## config.mk

```make
export PLATFORM = sky130hd
export DESIGN_NAME = demux_rr_fifo_tarea34
export DESIGN_NICKNAME = d
export VERILOG_FILES = /design/src/rtl/demux_rr_fifo_tarea34.sv
export SDC_FILE = /design/constraint.sdc
export NUM_CORES = 1
export LEC_CHECK = 0
export ABC_AREA = 1
export CORE_MARGIN = 2
export CORE_UTILIZATION = 62
export DETAILED_ROUTE_END_ITERATION = 8
export DONT_BUFFER_PORTS = 1
export GPL_TIMING_DRIVEN = 0
export MAX_ROUTING_LAYER = met4
export PLACE_DENSITY = 0.78
export REMOVE_ABC_BUFFERS = 1
export SLEW_MARGIN = 20
export SYNTH_ARGS = -nofsm -noshare
export SYNTH_HDL_FRONTEND = slang
export SYNTH_SLANG_ARGS = --single-unit
```

## constraint.sdc

```tcl
create_clock -name clk -period 2.5 [get_ports clk]
set_clock_uncertainty 0.05 [all_clocks]
set_input_delay 0 -clock clk [delete_from_list [all_inputs] [get_ports clk]]
set_output_delay 0 -clock clk [all_outputs]
set_load 0.02 [all_outputs]
```

## src/rtl/demux_rr_fifo_tarea34.sv

```systemverilog
// demux_rr_fifo_tarea34: splits one 2-bit word stream across two lanes.
// Each lane has its own show-ahead FIFO. The destination lane comes either
// from an internal alternating pointer (rr_sel) or from an external selector.
//
// Handshake: a word is accepted on a rising edge only when valid_in and
// ready_in are both high. ready_in is combinational and is low when the
// chosen lane is full. A word that is not accepted is ignored; the source
// must hold it.
module demux_rr_fifo_tarea34 #(
    parameter int DATA_W = 2,
    parameter int DEPTH  = 4,
    parameter int PTR_W  = 2
) (
    input  logic              clk,
    input  logic              reset_L,
    input  logic [DATA_W-1:0] data_in,
    input  logic              valid_in,
    output logic              ready_in,
    input  logic              sel_mode,
    input  logic              selector,
    input  logic              pop0,
    input  logic              pop1,
    output logic [DATA_W-1:0] data_out0,
    output logic              valid_out0,
    output logic [DATA_W-1:0] data_out1,
    output logic              valid_out1,
    output logic              full0,
    output logic              full1
);

    // Per-lane state. Index 0 is lane0 and index 1 is lane1.
    logic [DATA_W-1:0] mem    [2][DEPTH];
    logic [PTR_W-1:0]  rd_ptr [2];
    logic [PTR_W-1:0]  wr_ptr [2];
    logic [PTR_W:0]    count  [2];

    logic       rr_sel;
    logic       dest;
    logic       accept;
    logic [1:0] full_l;
    logic [1:0] push;
    logic [1:0] pop_ok;

    // Pick the destination lane, then derive the handshake and the
    // per-lane push and pop strobes.
    always_comb begin
        dest      = sel_mode ? selector : rr_sel;
        full_l[0] = (count[0] == (PTR_W+1)'(DEPTH));
        full_l[1] = (count[1] == (PTR_W+1)'(DEPTH));
        ready_in  = reset_L & ~full_l[dest];
        accept    = valid_in & ready_in;
        push[0]   = accept & ~dest;
        push[1]   = accept & dest;
        // A pop is honoured only when the lane holds a word, so popping an
        // empty lane leaves its pointers unchanged.
        pop_ok[0] = pop0 & (count[0] != '0);
        pop_ok[1] = pop1 & (count[1] != '0);
    end

    // Round-robin pointer: toggles only on an accepted word in round-robin
    // mode. A blocked word leaves it unchanged, which gives strict
    // alternation with head-of-line blocking.
    always_ff @(posedge clk or negedge reset_L) begin
        if (!reset_L) begin
            rr_sel <= 1'b0;
        end else if (accept && !sel_mode) begin
            rr_sel <= ~rr_sel;
        end
    end

    // Lane FIFOs: write at the tail, read at the head. Pointers wrap
    // naturally at DEPTH, and a push and pop together leave count unchanged.
    always_ff @(posedge clk or negedge reset_L) begin
        if (!reset_L) begin
            for (int i = 0; i < 2; i++) begin
                rd_ptr[i] <= '0;
                wr_ptr[i] <= '0;
                count[i]  <= '0;
                for (int j = 0; j < DEPTH; j++) begin
                    mem[i][j] <= '0;
                end
            end
        end else begin
            for (int i = 0; i < 2; i++) begin
                if (push[i]) begin
                    mem[i][wr_ptr[i]] <= data_in;
                    wr_ptr[i]         <= wr_ptr[i] + 1'b1;
                end
                if (pop_ok[i]) begin
                    rd_ptr[i] <= rd_ptr[i] + 1'b1;
                end
                if (push[i] && !pop_ok[i]) begin
                    count[i] <= count[i] + 1'b1;
                end else if (!push[i] && pop_ok[i]) begin
                    count[i] <= count[i] - 1'b1;
                end
            end
        end
    end

    // Show-ahead outputs: the head word is visible while the lane is
    // non-empty, and the output is forced to zero when the lane is empty.
    always_comb begin
        valid_out0 = (count[0] != '0);
        valid_out1 = (count[1] != '0);
        data_out0  = valid_out0 ? mem[0][rd_ptr[0]] : '0;
        data_out1  = valid_out1 ? mem[1][rd_ptr[1]] : '0;
        full0      = full_l[0];
        full1      = full_l[1];
    end

endmodule

```

==> results of run 1 <==
==> where the power goes <==
part	total (mW)	switching (mW)	internal, mW
Sequential	0.939	0.197	0.742
Combinational	1.22	0.780	0.444
Clock	0.282	0.172	0.109
Total	2.44	1.15	1.30
==> registers in the layout, summed over array words and instances (netlist names) <==
name	cells
count	6
rd_ptr	4
wr_ptr	4
rr_sel	1
mem	16
==> kinds of logic (layout without fill, tap and decap cells) <==
kind of cell               after synthesis  after routing  synth area share (%)
and+or+nand+nor                        120            121                  33.9
DFF                                     31             31                  42.3
buffers and inverters                   30             56                  6.63
AOI/OAI and AO/OA                       19             19                  5.19
adders and majority gates               12             12                  9.02
xor gates and xnor gates                 6              6                  2.87
==> what timing repair did <==
item                                   CTS  global route
setup buffers                            1             6
pin swaps                                2             8
cloned                                   1             0
hold buffers                            17             0
resized for setup                        3            10
endpoints found under the hold margin   57             0
setup endpoints to repair                3             4
==> layer usage <==
layer,track usage (%),wire (microns)
met5,-,0
met4,11.0,65
met3,7.91,259
met2,47.4,2260
met1,36.3,1780
==> through the flow <==
| stage | setup TNS (ns) | util (%) |
|---|---|---|
| floorplan | 0 | - |
| detailed placement | -0.0667 | 66.1 |
| global placement | 0 | 66.1 |
| global route | -0.00389 | 78.4 |
| CTS | -0.00427 | 75.7 |
| finish | 0 | 78.4 |
==> final cells by class <==
| type | count | area (sq um) | area share [%] |
|---|---|---|---|
| clock buffers | 7 | 45.0 | 2.07 |
| repair buffers | 24 | 233 | 10.7 |
| well taps | 31 | 38.8 | 1.78 |
| clock inverters | 1 | 5.00 | 0.229 |
| multi-input cells | 158 | 992 | 45.5 |
| flip-flops and latches | 31 | 777 | 35.6 |
| inverters | 24 | 90.1 | 4.13 |
==> worst register-to-register path, delay by kind of cell, from the launching register on <==
| kind | cells | cell delay [ns] |
|---|---|---|
| and+or+nand+nor | 5 | 0.65 |
| adders and majority gates | 2 | 0.50 |
| DFF | 1 | 0.40 |
| buffers and inverters | 4 | 0.29 |
| AOI/OAI and AO/OA | 2 | 0.25 |
| xor gates and xnor gates | 1 | 0.16 |
==> synthesized netlist by cell type, types with 3 or more instances <==
master and n:
xor2_1 4, inv_2 5, nand3_1 4, nand2_2 3
nand4_1 24, o21ai_0 9, nand2_1 54, nor2_1 25
a21oi_1 9, clkbuf_1 4, dfrtp_1 31, nand2_4 5
ha_1 10, inv_1 17
==> worst min path at each step <==
stage / startpoint / endpoint / slack, ns / cells past startpoint
after CTS: sel_mode / mem[1] / 0.03 / 5
after detailed placement: reset_L / rd_ptr[1] / -0.34 / 0
after global routing: reset_L / mem[2] / 0.07 / 2
after global placement: reset_L / rd_ptr[1] / -0.34 / 0
final: sel_mode / wr_ptr[2] / 0.03 / 6
after floorplan: reset_L / count[0] / -0.35 / 0
==> flow_summary.json, run 1 <==
{
  "ir_drop_mv": 0.957,
  "syn_to_final_growth_pct": 19.1,
  "std_cell_rows": 19,
  "cts_tree": "built",
  "r2r_setup_slack_ns": 0.08,
  "clk_latency_ns": 0.34,
  "track_usage_pct": 29.7,
  "routed_wl_microns": 4370,
  "cts_root_buffer": "clkbuf_4",
  "wl_per_cell_microns": 15.8,
  "fmax_mhz": 413,
  "synthCells": 218,
  "fin_crit_ns": 2.42,
  "die_h_microns": 58.4,
  "ys_warn_count": 0,
  "p_leak_nw": 1.08,
  "seq_area_frac_synth_pct": 42.3,
  "die_x_microns": 58.4,
  "cp-startpoint": "count[3]",
  "core_sq_um": 2780,
  "cp_slowest_stage_delay_ns": 0.40,
  "synth_area_sq_um": 1830,
  "crit_arrival_ns": 2.59,
  "antenna_left": 0,
  "h-tree-depth": 2,
  "hp-class": "primary input to register",
  "worst_slew_pin_slew_ns": 0.508,
  "drive_gt1_share_pct": 16.3,
  "gp_congestion": 0.766,
  "cts.clk_slew.worst_paths_ns": 0.10,
  "syn_area_per_cell_sq_um": 8.40,
  "crit_cells": 14,
  "crit_type": "register to register",
  "nets": 265,
  "port_buffers": 0,
  "cp_top_family": "simple AND/OR/NAND/NOR gates",
  "pin_count": 18,
  "netlist.area_leader.share_pct": 42.3,
  "p_per_area_nw_per_um2": 1120,
  "synth_cell_type_count": 23,
  "fill_cells": 181,
  "drc": 0,
  "numCtsBuffers": 5,
  "stdcell_count": 276,
  "final_area_sq_um": 2180,
  "crit_fanout": 6,
  "cp-start-kind": "register",
  "p_total_mw": 2.44,
  "r2r-start": "count[3]",
  "crit_chain": "inv_2, nand3_1, inv_2, nand2_4, inv_2, nor2_8, nand2_4, nor2_4, ha_1, inv_1, fa_2, a21oi_1, o21ai_1, xor2_1",
  "cts.sinks": 31,
  "fin_ws_ns": 0.0779,
  "ys_top_cells_by_area": "dfrtp_1 42%, nand2_1 11%, nand4_1 8.2%, ha_1 6.8%, nor2_1 5.1%",
  "finalSetupViolations": 0,
  "relSlewSlack_pct": 66.3,
  "drv_slew": 0,
  "async_reset_ff_share_pct": 100,
  "final_common_cell": "nand2_1",
  "first_global_vias": 1613,
  "synth-edff-count": 0,
  "cp.buffers_inverters": 4,
  "synthFlopType": "dfrtp_1",
  "start_util_pct": 65.9,
  "vias": 1603,
  "grt_overflow": 0,
  "hold-worst-slack_ns": 0.0309,
  "drt_iter0_drc": 108,
  "place_inst": 243,
  "antenna_found_initial": 0,
  "viasPerCell": 5.81,
  "n_antenna_cell": 0,
  "crit_slowest_cell": "dfrtp_1",
  "grt_max_degree": 34,
  "synth_seq_cells": 31,
  "rr_endpoint": "count[5]",
  "first_pass_iters": 4,
  "fin_crit_sh_pct": 96.9,
  "pre_cts_ws_ns": -0.0578,
  "hold_viol": 0,
  "maxCapViolCount": 0,
  "final_cell_mix": "53 x nand2_1, 30 x dfrtp_1, 24 x nor2_1, 24 x nand4_1, 17 x inv_1",
  "dieArea_sq_um": 3410,
  "ff2ff_path_depth": 14,
  "yosysTopAreaCell": "dfrtp_1",
  "cpMostUsedCell": "inv_2",
  "grt_pass1_wl_microns": 7370,
  "hpwlAfterDp_microns": 2730,
  "critPathCapture": "count[5]",
  "worstPathRequired_ns": 2.67,
  "cts_buffer_depth": 2,
  "cp-end-kind": "register",
  "outcome": "completed",
  "placed_area_sq_um": 1840
}
(Power assumes the default switching activity.)
==> run 2, diff against run 1 <==
--- a/config.mk
+++ b/config.mk
@@ -6,6 +6,7 @@
 export NUM_CORES = 1
 export LEC_CHECK = 0
 export ABC_AREA = 1
+export CORE_ASPECT_RATIO = 1.1
 export CORE_MARGIN = 2
 export CORE_UTILIZATION = 62
 export DETAILED_ROUTE_END_ITERATION = 8
==> flow_summary.json, run 2 (synthesized netlist as in run 1, its figures left out) <==
{
  "ir_drop_mv": 0.847,
  "gp_congestion": 0.758,
  "drv_slew": 0,
  "final_common_cell": "nand2_1",
  "dieArea_sq_um": 3410,
  "worst_slew_pin_slew_ns": 0.592,
  "crit_chain": "nand2_2, nand2_8, nand2_8, nand2_4, nor2_8, nand2_4, nor2_4, ha_1, inv_1, fa_2, a21oi_2, o21ai_1, xor2_1",
  "routed_wl_microns": 4330,
  "cts.sinks": 31,
  "relSlewSlack_pct": 60.4,
  "p_sw_share_pct": 46.6,
  "cts_buffer_depth": 2,
  "reg.largest.list": "mem x16, count x6",
  "die_x_microns": 55.8,
  "fill_cells": 177,
  "start_util_pct": 65.4,
  "crit_type": "register to register",
  "core_sq_um": 2800,
  "hpwlAfterDp_microns": 2580,
  "grt_overflow": 0,
  "setup_tns_ns": 0,
  "crit_slowest_cell": "dfrtp_1",
  "final_cell_mix": "54 x nand2_1, 30 x dfrtp_1, 24 x nor2_1, 24 x nand4_1",
  "viasPerCell": 5.74,
  "syn_to_final_growth_pct": 20.9,
  "placed_area_sq_um": 1840,
  "antenna_found_initial": 0,
  "drive_gt1_share_pct": 18.1,
  "hold_viol": 0,
  "place_inst": 245,
  "cts_root_buffer": "clkbuf_4",
  "die_h_microns": 61.0,
  "worstPathRequired_ns": 2.66,
  "combPwrFrac_pct": 50.4,
  "pin_count": 18,
  "fmax_mhz": 415,
  "fin_crit_ns": 2.41,
  "fin_ws_ns": 0.0891,
  "std_cell_rows": 20,
  "n_antenna_cell": 0,
  "p_per_area_nw_per_um2": 1110,
  "port_buffers": 0,
  "cp_slowest_stage_delay_ns": 0.42,
  "finalSetupViolations": 0,
  "cp-start-kind": "register",
  "top_usage_layer": "met2",
  "drt_iter0_drc": 139,
  "wl_per_cell_microns": 15.4,
  "crit_arrival_ns": 2.58,
  "clockPowerShare_pct": 11.5,
  "use_met1_pct": 31.2,
  "hold-worst-slack_ns": 0.0439,
  "grtUsageMet3_pct": 6.30,
  "drc": 0,
  "largest_register_ffs": 16,
  "grt_max_degree": 32,
  "switchingPower_mw": 1.15,
  "cts_tree": "built",
  "p_seq_share_pct": 38.1,
  "fin_crit_sh_pct": 96.4,
  "crit_fanout": 9,
  "cts.clk_slew.worst_paths_ns": 0.09,
  "vias": 1614,
  "cp-end-kind": "register",
  "hp-class": "primary input to register",
  "maxCapViolCount": 0,
  "pre_cts_ws_ns": -0.0697,
  "regMostFlops": "mem",
  "nets": 268,
  "p_leak_nw": 1.10,
  "p_int_mw": 1.32,
  "grtUsageMet2_pct": 47.8,
  "clk_latency_ns": 0.34,
  "track_usage_pct": 27.8,
  "numCtsBuffers": 5,
  "first_global_vias": 1586,
  "stdcell_count": 281,
  "final_area_sq_um": 2210,
  "outcome": "completed",
  "first_pass_iters": 4,
  "antenna_left": 0,
  "grt_pass1_wl_microns": 7000,
  "h-tree-depth": 2
}
[run 2: cell types whose count changed in the layout (fill, tap and decap cells not counted)]
cell / change
inv_1: -1
ha_2: +1
a21oi_2: +1
nand2_4: +1
a21oi_1: -1
nand2_1: +1
inv_2: +1
nand2_2: -2
ha_1: -1
buf_4: +3
[run 2: metal layers]
metal	wire (microns)	vias to the layer above	share of wire [%]
li1	-	773	-
met1	1700	763	39
met2	2260	60	52
met3	220	18	5.1
met4	147	0	3.4
met5	0	-	0
[run 2: worst paths after layout]
| check | from | endpoint | slack, ns | cells past startpoint |
|---|---|---|---|---|
| hold reg to reg | mem[8] | mem[8] | 0.43 | 2 |
| setup reg to reg | rr_sel | count[5] | 0.09 | 13 |
| hold / removal | sel_mode | mem[1] | 0.04 | 4 |
| setup / recovery | rr_sel | count[5] | 0.09 | 13 |
| min in group asynchronous | reset_L | rd_ptr[3] | 0.05 | 2 |
| max in group asynchronous | reset_L | count[3] | 2.16 | 2 |
[run 2: metrics by stage]
step	util (%)	total power, mW
final	79.0	2.47
after global routing	79.0	2.66
after CTS	75.1	2.31
after detailed placement	65.7	1.94
after global placement	65.7	1.86
after floorplan	-	1.73
[run 2: critical path, delay by kind of cell (launching register included)]
family | cells | cell delay [ns]
AOI/OAI and AO/OA | 2 | 0.23
adders and majority gates | 2 | 0.52
DFF | 1 | 0.42
xor gates and xnor gates | 1 | 0.16
buffers and inverters | 1 | 0.08
and+or+nand+nor | 7 | 0.82
[run 2: cell type report]
| cell class | count | area (sq um) | area share, % |
|---|---|---|---|
| multi-input cells | 158 | 1000 | 45.2 |
| inverters | 24 | 90.1 | 4.07 |
| clock inverters | 1 | 5.00 | 0.226 |
| well taps | 33 | 41.3 | 1.86 |
| flip-flops and latches | 31 | 777 | 35.1 |
| clock buffers | 7 | 45.0 | 2.03 |
| repair buffers | 27 | 255 | 11.5 |
[run 2: what timing repair did]
action,in CTS,in global routing
endpoints found under the hold margin,56,2
setup endpoints to repair,3,6
gates cloned,1,0
pin swaps,1,7
hold buffers,16,1
resized for setup,3,13
buffers inserted,2,8
[run 2: power by group through the flow]
stage | registers, mW | clock network (mW) | logic (mW)
2_1_floorplan | 0.896 | 0 | 0.838
3_3_place_gp | 0.933 | 0 | 0.932
3_5_place_dp | 0.952 | 0 | 0.991
4_1_cts | 0.932 | 0.281 | 1.10
5_1_grt | 0.970 | 0.304 | 1.39
6_report | 0.941 | 0.283 | 1.24
